<file path="config.mk">
export PLATFORM = sky130hd
export DESIGN_NAME = seq_slice_adder
export DESIGN_NICKNAME = d
export VERILOG_FILES = /design/src/rtl/seq_slice_adder.sv
export SDC_FILE = /design/constraint.sdc
export NUM_CORES = 1
export LEC_CHECK = 0
export ABC_AREA = 1
export BUFFER_PORTS_ARGS = -buffer_cell sky130_fd_sc_hd__buf_2
export CAP_MARGIN = 20
export CORE_MARGIN = 1
export CORE_UTILIZATION = 35
export CTS_BUF_LIST = sky130_fd_sc_hd__clkbuf_2 sky130_fd_sc_hd__clkbuf_4 sky130_fd_sc_hd__clkbuf_8
export DETAILED_ROUTE_END_ITERATION = 16
export GPL_TIMING_DRIVEN = 0
export PLACE_DENSITY_LB_ADDON = 0.05
export SLEW_MARGIN = 20
export SYNTH_ARGS = -nofsm -noshare
export SYNTH_HDL_FRONTEND = slang
export SYNTH_SLANG_ARGS = --single-unit
</file>
<file path="constraint.sdc">
create_clock -name clk -period 4.85 [get_ports clk]
set_input_delay 0.485 -clock clk [delete_from_list [all_inputs] [get_ports clk]]
set_output_delay 0.485 -clock clk [all_outputs]
set_load 0.02 [all_outputs]
</file>
<file path="src/rtl/seq_slice_adder.sv">
// ---------------------------------------------------------------------------
// seq_slice_adder
//   Multi-cycle WIDTH-bit adder/subtractor. One SLICE-bit slice is added per
//   clock through a small ripple chain of full-adder cells, LSB slice first,
//   with the carry held in a register between slices. Trades latency
//   (NS = WIDTH/SLICE cycles) for a narrow adder. WIDTH must be >= 2 and a
//   multiple of SLICE.
//
// Ports
//   clk    in   1      rising-edge clock
//   rst_n  in   1      asynchronous active-low reset
//   start  in   1      request, accepted only in IDLE or DONE
//   a, b   in   WIDTH  operands, captured when start is accepted
//   cin    in   1      carry-in for add (ignored for subtract)
//   sub    in   1      0: a+b+cin, 1: a-b
//   busy   out  1      high while slices are being processed
//   done   out  1      one-cycle pulse, sum/cout/ovf final
//   sum    out  WIDTH  result, held until the next accepted start
//   cout   out  1      carry out of the MSB (subtract: 1 = no borrow)
//   ovf    out  1      signed overflow
// ---------------------------------------------------------------------------
module seq_slice_adder #(
  parameter int WIDTH = 16,
  parameter int SLICE = 4
) (
  input  logic             clk,
  input  logic             rst_n,
  input  logic             start,
  input  logic [WIDTH-1:0] a,
  input  logic [WIDTH-1:0] b,
  input  logic             cin,
  input  logic             sub,
  output logic             busy,
  output logic             done,
  output logic [WIDTH-1:0] sum,
  output logic             cout,
  output logic             ovf
);

  localparam int NS = WIDTH / SLICE;
  localparam int CW = (NS > 1) ? $clog2(NS) : 1;
  localparam int IW = $clog2(WIDTH);
  localparam logic [CW-1:0] LAST = CW'(NS - 1);

  typedef enum logic [1:0] {
    IDLE = 2'd0,
    RUN  = 2'd1,
    DONE = 2'd2
  } state_t;

  state_t           state_q;
  logic [CW-1:0]    cnt_q;
  logic             carry_q;
  logic [WIDTH-1:0] a_q;
  logic [WIDTH-1:0] b_q;
  logic [WIDTH-1:0] sum_q;
  logic             busy_q;
  logic             done_q;
  logic             cout_q;
  logic             ovf_q;

  logic [SLICE-1:0] sa_s;
  logic [SLICE-1:0] sb_s;
  logic [SLICE-1:0] ss_s;
  logic [SLICE:0]   c_s;
  logic [WIDTH-1:0] sum_d;

  // One full-adder cell: returns {carry_out, sum_bit}.
  function automatic logic [1:0] full_add(input logic x, input logic y, input logic ci);
    full_add = {(x & y) | (x & ci) | (y & ci), x ^ y ^ ci};
  endfunction

  // Ripple adder over the current slice and merge of its result into sum.
  always_comb begin
    sa_s   = {SLICE{1'b0}};
    sb_s   = {SLICE{1'b0}};
    ss_s   = {SLICE{1'b0}};
    c_s    = {(SLICE+1){1'b0}};
    sum_d  = sum_q;
    c_s[0] = carry_q;
    for (int k = 0; k < SLICE; k++) begin
      sa_s[k] = a_q[IW'(int'(cnt_q) * SLICE + k)];
      sb_s[k] = b_q[IW'(int'(cnt_q) * SLICE + k)];
      {c_s[k+1], ss_s[k]} = full_add(sa_s[k], sb_s[k], c_s[k]);
    end
    for (int k = 0; k < SLICE; k++) begin
      sum_d[IW'(int'(cnt_q) * SLICE + k)] = ss_s[k];
    end
  end

  // Control FSM plus operand, carry and result registers.
  always_ff @(posedge clk or negedge rst_n) begin
    if (!rst_n) begin
      state_q <= IDLE;
      cnt_q   <= {CW{1'b0}};
      carry_q <= 1'b0;
      a_q     <= {WIDTH{1'b0}};
      b_q     <= {WIDTH{1'b0}};
      sum_q   <= {WIDTH{1'b0}};
      busy_q  <= 1'b0;
      done_q  <= 1'b0;
      cout_q  <= 1'b0;
      ovf_q   <= 1'b0;
    end else begin
      case (state_q)
        IDLE, DONE: begin
          done_q <= 1'b0;
          if (start) begin
            // Subtract is a + ~b + 1: invert b here, seed carry with 1.
            a_q     <= a;
            b_q     <= sub ? ~b : b;
            carry_q <= sub ? 1'b1 : cin;
            cnt_q   <= {CW{1'b0}};
            busy_q  <= 1'b1;
            state_q <= RUN;
          end else begin
            busy_q  <= 1'b0;
            state_q <= IDLE;
          end
        end
        RUN: begin
          sum_q   <= sum_d;
          carry_q <= c_s[SLICE];
          if (cnt_q == LAST) begin
            // Top slice: carry into the MSB is c_s[SLICE-1].
            cout_q  <= c_s[SLICE];
            ovf_q   <= c_s[SLICE] ^ c_s[SLICE-1];
            cnt_q   <= {CW{1'b0}};
            busy_q  <= 1'b0;
            done_q  <= 1'b1;
            state_q <= DONE;
          end else begin
            cnt_q   <= cnt_q + CW'(1);
          end
        end
        default: begin
          busy_q  <= 1'b0;
          done_q  <= 1'b0;
          state_q <= IDLE;
        end
      endcase
    end
  end

  assign busy = busy_q;
  assign done = done_q;
  assign sum  = sum_q;
  assign cout = cout_q;
  assign ovf  = ovf_q;

endmodule
</file>
==> results of run 1 <==
[path summary, 6_finish.rpt]
kind,start,endpoint,slack (ps),cells past startpoint
max,cnt_q[1],sum[15],1460,13
min,rst_n,sum[5],200,1
max reg2reg,cnt_q[1],sum[15],1460,13
min reg2reg,sum[10],sum[10],470,2
max in group asynchronous,rst_n,a_q[4],4170,1
min in group clk,a[11],a_q[11],370,3
[routing by layer]
metal | GRT usage, % | share of wire [%] | routed length, um | vias to the layer above
li1 | - | - | - | 1140
met1 | 21.4 | 48 | 2880 | 983
met2 | 25.1 | 46 | 2790 | 43
met3 | 3.11 | 4.3 | 260 | 7
met4 | 4.37 | 1.2 | 70 | 0
met5 | 0 | 0 | 0 | -
[Yosys cell counts]
cell,count,area (sq um)
o21ai_1,10,50.1
o21ai_0,10,50.1
nand3_1,12,60.1
nor2_8,1,20.0
dfrtp_1,55,1380
inv_1,23,86.3
ha_1,5,62.6
buf_2,7,35.0
xor2_1,16,140
nand2_1,147,552
inv_2,2,7.51
clkbuf_2,1,5.00
buf_6,4,45.0
buf_4,4,30.0
nor2_2,2,12.5
o211ai_1,12,90.1
nand4_1,8,50.1
nand2_2,2,12.5
fa_1,4,80.1
[final cells by class]
type / instances / area (sq um)
multi-input combinational: 229 / 1180
tap: 102 / 128
clock buffer: 6 / 82.6
inverter: 25 / 93.8
sequential: 55 / 1380
clock inverter: 2 / 35.0
fill: 841 / 4400
timing repair buffer: 55 / 278
buffer: 16 / 115
[power by group through the flow]
stage	clock (mW)	sequential, mW	combinational [mW]
4_1_cts	0.327	0.797	1.33
5_1_grt	0.344	0.820	1.48
3_3_place_gp	0	0.802	1.31
3_5_place_dp	0	0.805	1.33
6_report	0.316	0.794	1.31
2_1_floorplan	0	0.873	0.837
[cells in the final DEF, fill, tap and decap left out, drive strengths merged]
| cell | count |
|---|---|
| buf | 70 |
| bufinv | 1 |
| clkbuf | 7 |
| clkinv | 1 |
| dfrtp | 55 |
| fa | 4 |
| ha | 5 |
| inv | 25 |
| nand2 | 149 |
| nand3 | 12 |
| nand4 | 8 |
| nor2 | 3 |
| o211ai | 12 |
| o21ai | 20 |
| xor2 | 16 |
[registers in the layout (all words and copies together) (netlist names)]
register  flops
carry_q       1
cout          1
b_q          16
done          1
state_q       1
ovf           1
a_q          16
sum          16
cnt_q         2
[per-stage QoR]
step	area, sq um	instances	worst slack, ps
2_1_floorplan	2770	325	1890
3_3_place_gp	3170	482	1510
3_5_place_dp	3170	482	1480
4_1_cts	3290	490	1450
5_1_grt	3290	490	1300
6_report	3290	490	1460
[cells by family after synthesis]
logic type,Yosys count
and+or+nand+nor,172
DFF,55
xor gates and xnor gates,16
AOI/OAI and AO/OA,32
buffers and inverters,41
adders and majority gates,9
==> metrics.cfg, run 1 <==
[sta]
whs_ps = 200
fin_crit_sh_pct = 69.8
final.setup.tns_ps = 0
finalSetupViolations = 0
rsz0062_at_grt = false
drv_slew = 0
finalCriticalPeriod_ps = 3390
tightest_slew_ps = 695
slew_headroom_pct = 53.6
fmax_mhz = 295
finalClockSkew_ps = 10.6
hold_violations = 0

[floorplan]
rows = 32
io_pins = 57
core_region_area_sq_um = 7690
die_x_um = 90.9
die_h_um = 90.9
start_util_pct = 36.0
dieArea_sq_um = 8260

[yosys]
synth.cell_area_sq_um = 2770
yosysWarnings = 0
synth_seq_cells = 55
synthXorXnorAreaFrac_pct = 5.07
syn_area_per_cell_sq_um = 8.51
syn-instance-count = 325
synth-compound-area-share_pct = 6.88
synthAdderAreaFrac_pct = 5.16
synthDistinctLibCells = 19
muxShareOfSynthArea_pct = 0
yosys.area_share.simple_pct = 25.6
synth_fp_nets = 371
seq_area_frac_synth_pct = 49.8
synth_top_family_by_area = simple AND/OR/NAND/NOR gates

[placed_design]
gp_congestion = 0.738
io_buffer_count = 55
dp_hpwl_um = 4410

[worst_setup_path]
startpoint_type = register
path_buf_inv = 5
crit_required_ps = 5100
cp_data_arrival_time_ps = 3640
slowest_delay_ps = 480
crit_type = reg -> reg
critPathCaptureType = register
slowest_stage = fa_1
critPathMaxFanout = 12
crit_path_frequent_cell = fa_1
crit_family = adder cells
path_cells = buf_2 > inv_2 > buf_4 > o211ai_1 > nand2_1 > fa_1 > fa_1 > fa_1 > inv_1 > fa_1 > inv_1 > nand4_1 > nand2_1

[cts]
cts_resized = 0
cts_tree = built
h-tree-depth = 2
ctsRootBufferMaster = clkbuf_8
clock_sinks = 55
clkLatencyLatePin_ps = 310
cts_buffers = 5
cts_buffer_depth = 2
path_clk_slew_ps = 100
post_cts_buffers = 0
cts_hold_buf = 0

[final_layout]
area_growth_pct = 18.9
diodes = 0
nets = 433
fin_util_pct = 42.8
drive_above_1_share_pct = 22.2

[run]
drv_cap = 0

[global_routing]
first_global_vias = 2071
grt_pass1_wl_um = 10100
grt_max_degree = 56
overflow = 0
antenna_found_initial = 0
track_usage_pct = 15.6

[pwr]
power_frac_seq_pct = 32.9
p_switching_mw = 1.11
p_int_mw = 1.31
power_density_nw_per_um2 = 735
power.leakage_nw = 1.80
switching_share_pct = 45.8
p_comb_share_pct = 54.1
clkPwrFrac_pct = 13.1
total_power_mw = 2.42
vdd_drop_max_mv = 0.239

[detailed_routing]
drt_iter0_markers = 64
dr.pass1.iters = 4
drcViolationCount = 0
final_antenna_net_count = 0
via_count = 2173
post_drt_wl_per_cell_um = 12.2
routed_wirelength_um = 6000
vias_per_cell = 4.43

[run_status]
status = complete, no violations

[worst_hold_path]
min_path_type = in -> async

Note: power is estimated with default switching activity, not from simulation.
==> inputs of run 2 (changes only) <==
- clock period: 4.85 -> 2.7 ns (I/O delays scaled with it)
==> run 2 against run 1 <==
  * Highest routed layer unchanged
  * Cell count is 1.8% higher
  * First-iteration DRC count up 30%
  * Worst hold slack worse by 220 ps
  * Register-to-register slack lost 1600 ps
  * The run now ends with hold timing, setup timing left
  * Routed wire length up 7.7%
  * Sequential power up 79%
  * Fmax up 20%
==> metrics.cfg, run 2 (same netlist as run 1, synthesis figures left out) <==
[run_status]
status = finished with violations
violations = hold timing, setup timing

[worst_setup_path]
critPathMaxFanout = 10  ; -2
startpoint_type = register
critPathCaptureType = register
reg2reg_depth = 12  ; -1
r2r-start = cnt_q[0]
rrSetupSlack_ps = -130  ; -1590 ps
startpoint = cnt_q[0]
cp_data_arrival_time_ps = 3090  ; -550 ps
crit_required_ps = 2960  ; -2140 ps
r2r_end = sum[11]
crit_type = reg -> reg

[sta]
drv_slew = 0  ; unchanged
tightest_slew_ps = 702  ; +7.02 ps
whs_ps = -20.5  ; -221 ps
rsz0062_at_grt = true
slew_headroom_pct = 53.2  ; -0.47 points
finalClockSkew_ps = 10.2  ; -0.406 ps
fin_crit_sh_pct = 105  ; +35 points
hold_violations = 17  ; +17
fin_ws_ps = -130  ; -1590 ps
fmax_mhz = 353  ; +20%
finalSetupViolations = 4  ; +4
finalCriticalPeriod_ps = 2830  ; -557 ps
final.setup.tns_ps = -371  ; -371 ps

[cts]
clkLatencyLatePin_ps = 310  ; about the same
cts_hold_buf = 0  ; unchanged
ctsRootBufferMaster = clkbuf_8
cts_buffers = 5  ; unchanged
cts_buffer_depth = 2  ; unchanged
clock_sinks = 55  ; unchanged
path_clk_slew_ps = 100  ; about the same
cts_tree = built
h-tree-depth = 2  ; unchanged

[pwr]
vdd_drop_max_mv = 0.409  ; +71%
power_density_nw_per_um2 = 1340  ; +82%
switching_share_pct = 45.8  ; about the same
power.leakage_nw = 1.83  ; +2.0%
total_power_mw = 4.52  ; +87%
p_int_mw = 2.45  ; +87%
p_switching_mw = 2.07  ; +87%
clkPwrFrac_pct = 10.4  ; -2.7 points
p_comb_share_pct = 58.1  ; +4.0 points
power_frac_seq_pct = 31.5  ; -1.4 points

[final_layout]
drive_above_1_share_pct = 26.4  ; +4.3 points
final_common_cell = nand2_1
final_area_sq_um = 3380  ; +2.8%
diodes = 0  ; unchanged
nets = 442  ; +2.1%
area_growth_pct = 22.2
fin_util_pct = 44.0  ; +1.2 points
mostFrequentLayoutCells = nand2_1, buf_2, dfrtp_1
layoutNonFillerInstCount = 499  ; +1.8%

[detailed_routing]
dr.pass1.iters = 6  ; +2
final_antenna_net_count = 0  ; unchanged
vias_per_cell = 4.50  ; +1.4%
routed_wirelength_um = 6470  ; +7.7%
post_drt_wl_per_cell_um = 13.0  ; +5.8%
drcViolationCount = 0  ; unchanged
via_count = 2244  ; +3.3%
drt_iter0_markers = 83  ; +30%

[run]
drv_cap = 0  ; unchanged

[floorplan]
start_util_pct = 36.0  ; unchanged
core_region_area_sq_um = 7690  ; unchanged
io_pins = 57  ; unchanged
rows = 32  ; unchanged
dieArea_sq_um = 8260  ; unchanged
die_x_um = 90.9  ; unchanged
die_h_um = 90.9  ; unchanged

[global_routing]
grt_max_degree = 56  ; unchanged
track_usage_pct = 17.0  ; +1.4 points
overflow = 0  ; unchanged
first_global_vias = 2201  ; +6.3%
grt_pass1_wl_um = 10800  ; +7.0%
antenna_found_initial = 0  ; unchanged

[placed_design]
placedInstanceArea_sq_um = 3210  ; +1.1%
pre_cts_slack_ps = -463  ; -1940 ps
gp_congestion = 0.775  ; +4.9%
post-place-cells = 482  ; unchanged
dp_hpwl_um = 4490  ; +1.7%
io_buffer_count = 55  ; unchanged

[worst_hold_path]
min_path_type = in -> async

==> run 2: what timing repair did <==
item / in CTS / in global routing
cloned: 0 / 0
gates resized for setup: 6 / 2
setup endpoints to repair: 11 / 7
pin swaps: 7 / 1
buffers inserted: 8 / 1
==> run 2: cell type report <==
type / instances / area, sq um
fill: 849 / 4310
sequential: 55 / 1380
multi-input combinational: 229 / 1190
timing repair buffer: 64 / 349
buffer: 16 / 148
tap: 102 / 128
inverter: 25 / 96.3
clock buffer: 7 / 83.8
clock inverter: 1 / 5.00
==> run 2: worst max-delay path, stage by stage, from the launching register on <==
cell      delay [ps]
dfrtp_2          410
inv_4             50
buf_6            140
o211ai_1         200
nand2_1          120
fa_2             350
fa_2             350
fa_2             380
inv_2             80
fa_2             470
inv_2             80
nand4_1           70
nand2_1           70
==> run 2: power by group through the flow <==
stage,clock network (mW),logic (mW),registers (mW)
final,0.472,2.63,1.42
after global routing,0.524,2.95,1.47
after CTS,0.490,2.64,1.42
after detailed placement,0,2.49,1.45
after global placement,0,2.47,1.45
after floorplan,0,1.59,1.57
==> run 2: routing by layer <==
layer  share of wire (%)  routed length (um)  track usage, %
met1                  48                3080            22.6
met2                  48                3080            28.4
met3                 3.4                 221            2.78
met4                 1.4                  92            5.29
met5                   0                   0               0
==> run 2: worst max path at each step <==
| stage | end | slack (ps) |
|---|---|---|
| floorplan | sum[11] | -60 |
| global placement | sum[11] | -460 |
| detailed placement | sum[15] | -460 |
| CTS | sum[11] | -130 |
| global route | sum[15] | -270 |
| finish | sum[11] | -130 |
==> inputs of run 3 (changes only) <==
- HOLD_SLACK_MARGIN: not set -> 0.12
==> run 3 against run 2 <==
  * The flow finishes with violations (setup timing)
  * Utilization increased by 0.13 points
  * Die area unchanged
  * Sequential cell count unchanged
  * Fmax decreased by 0.24%
  * Critical endpoint unchanged
  * Non-clock buffer count increased by 1
==> metrics.cfg, run 3 (same netlist as run 1, synthesis figures left out) <==
[final_layout]
area_growth_pct = 22.6
diodes = 0  ; unchanged
mostFrequentLayoutCells = nand2_1, buf_2, dfrtp_1
drive_above_1_share_pct = 26.4  ; -0.066 points
fill_cells = 848  ; -0.12%
nets = 443  ; +0.23%
final_common_cell = nand2_1
final_area_sq_um = 3390  ; +0.30%

[detailed_routing]
wl_met2_um = 3100  ; +0.68%
dr.pass1.iters = 6  ; unchanged
maxUsedRoutingLayer = met4
post_drt_wl_per_cell_um = 13.0  ; about the same
routed_wirelength_um = 6480  ; +0.17%
drt_iter0_markers = 85  ; +2.4%
final_antenna_net_count = 0  ; unchanged
via_count = 2247  ; +0.13%
drcViolationCount = 0  ; unchanged
met3_length_um = 195  ; -12%
m1WireLength_um = 3090  ; +0.32%
vias_per_cell = 4.49  ; about the same

[placed_design]
io_buffer_count = 55  ; unchanged
pre_cts_slack_ps = -463  ; unchanged
gp_congestion = 0.775  ; unchanged
dp_hpwl_um = 4490  ; unchanged
placedInstanceArea_sq_um = 3210  ; unchanged

[run_status]
violations = setup timing
status = finished with violations

[cts]
clock_sinks = 55  ; unchanged
h-tree-depth = 2  ; unchanged
path_clk_slew_ps = 100  ; about the same
cts_buffer_depth = 2  ; unchanged
clkLatencyLatePin_ps = 310  ; about the same
cts_tree = built
ctsRootBufferMaster = clkbuf_8
cts_buffers = 5  ; unchanged

[worst_setup_path]
r2r-start = cnt_q[0]
critPathCaptureType = register
startpoint_type = register
startpoint = cnt_q[0]
slowest_stage = fa_2
cp_data_arrival_time_ps = 3090  ; about the same
path_cells = inv_4 > buf_6 > o211ai_1 > nand2_1 > fa_2 > fa_2 > fa_2 > inv_2 > fa_2 > inv_2 > nand4_1 > nand2_1
critPathMaxFanout = 10  ; unchanged
slowest_delay_ps = 480  ; about the same
crit_type = reg -> reg
crit_required_ps = 2960  ; about the same
crit_path_frequent_cell = fa_2

[sta]
fin_crit_sh_pct = 105  ; +0.26 points
hold_violations = 0  ; -17
drv_slew = 0  ; unchanged
fin_ws_ps = -137  ; -6.93 ps
rsz0062_at_grt = true
finalClockSkew_ps = 9.22  ; -0.966 ps
finalSetupViolations = 4  ; unchanged
slew_headroom_pct = 52.8  ; -0.39 points
final.setup.tns_ps = -397  ; -26.2 ps
tightest_slew_ps = 708  ; +5.88 ps
finalCriticalPeriod_ps = 2840  ; +6.93 ps
fmax_mhz = 352  ; -0.24%

[global_routing]
grt_pass1_wl_um = 10800  ; unchanged
overflow = 0  ; unchanged
track_usage_pct = 17.0  ; unchanged
antenna_found_initial = 0  ; unchanged
first_global_vias = 2201  ; unchanged
grt_max_degree = 56  ; unchanged

[floorplan]
io_pins = 57  ; unchanged
dieArea_sq_um = 8260  ; unchanged
start_util_pct = 36.0  ; unchanged
rows = 32  ; unchanged
die_h_um = 90.9  ; unchanged
die_x_um = 90.9  ; unchanged
core_region_area_sq_um = 7690  ; unchanged

[pwr]
power.leakage_nw = 1.84  ; +0.23%
power_frac_seq_pct = 31.3  ; -0.2 points
total_power_mw = 4.54  ; +0.37%
clkPwrFrac_pct = 10.4  ; about the same
p_switching_mw = 2.08  ; +0.59%
p_int_mw = 2.45  ; +0.19%
vdd_drop_max_mv = 0.425  ; +4.0%
power_density_nw_per_um2 = 1340  ; about the same
p_comb_share_pct = 58.3  ; +0.2 points
switching_share_pct = 45.9  ; +0.099 points

[worst_hold_path]
min_path_type = in -> reg
worstHoldStart = a[3]

[run]
drv_cap = 0  ; unchanged

## run 3: changes by cell type in the layout (fill, tap and decap cells not counted)
| cell | change |
|---|---|
| dlygate4sd3_1 | +1 |
## run 3: power by group through the flow
stage                     clock, mW  sequential, mW  combinational [mW]
after floorplan                   0            1.57                1.59
after global placement            0            1.45                2.47
after detailed placement          0            1.45                2.49
after CTS                     0.490            1.42                2.64
after global routing          0.524            1.47                2.95
final                         0.472            1.42                2.64
## run 3: final cells by class
class | count | area [sq um] | share of cell area, %
timing repair buffer | 65 | 359 | 10.6
tap | 102 | 128 | 3.77
sequential | 55 | 1380 | 40.6
inverter | 25 | 96.3 | 2.84
clock buffer | 7 | 83.8 | 2.47
buffer | 16 | 148 | 4.36
multi-input combinational | 229 | 1190 | 35.2
clock inverter | 1 | 5.00 | 0.148
## run 3: per-layer routing
layer | vias to the layer above | track usage (%)
li1 | 1170 | -
met1 | 1022 | 22.6
met2 | 46 | 28.4
met3 | 9 | 2.78
met4 | 0 | 5.29
met5 | - | 0
## run 3: repair_timing
item | 4_1_cts | 5_1_grt
setup buffers | 8 | 1
gates resized for setup | 6 | 2
hold endpoints to repair | 55 | 0
pin swaps | 7 | 1
setup endpoints to repair | 11 | 7
hold buffers | 1 | 0
## run 3: critical path, delay by kind of cell, from the launching register on
family	cells	cell delay (ps)
simple gates	3	260
buf+inv	4	350
flops	1	410
compound gates	1	200
fa+ha+maj	4	1560
## run 3: final timing paths
path	to	slack, ps	depth (start not counted)
max reg2reg	sum[11]	-140	12
min in group asynchronous	sum[4]	520	2
min	a_q[3]	150	3
max in group asynchronous	cnt_q[0]	1660	2
max	sum[11]	-140	12
min reg2reg	sum[13]	470	2
## run 3: through the flow
step / cells / util (%) / hold slack [ps]
2_1_floorplan: 325 / - / -25.6
3_3_place_gp: 482 / 41.7 / 452
3_5_place_dp: 482 / 41.7 / 372
4_1_cts: 499 / 43.9 / 142
5_1_grt: 500 / 44.1 / 144
6_report: 500 / 44.1 / 149
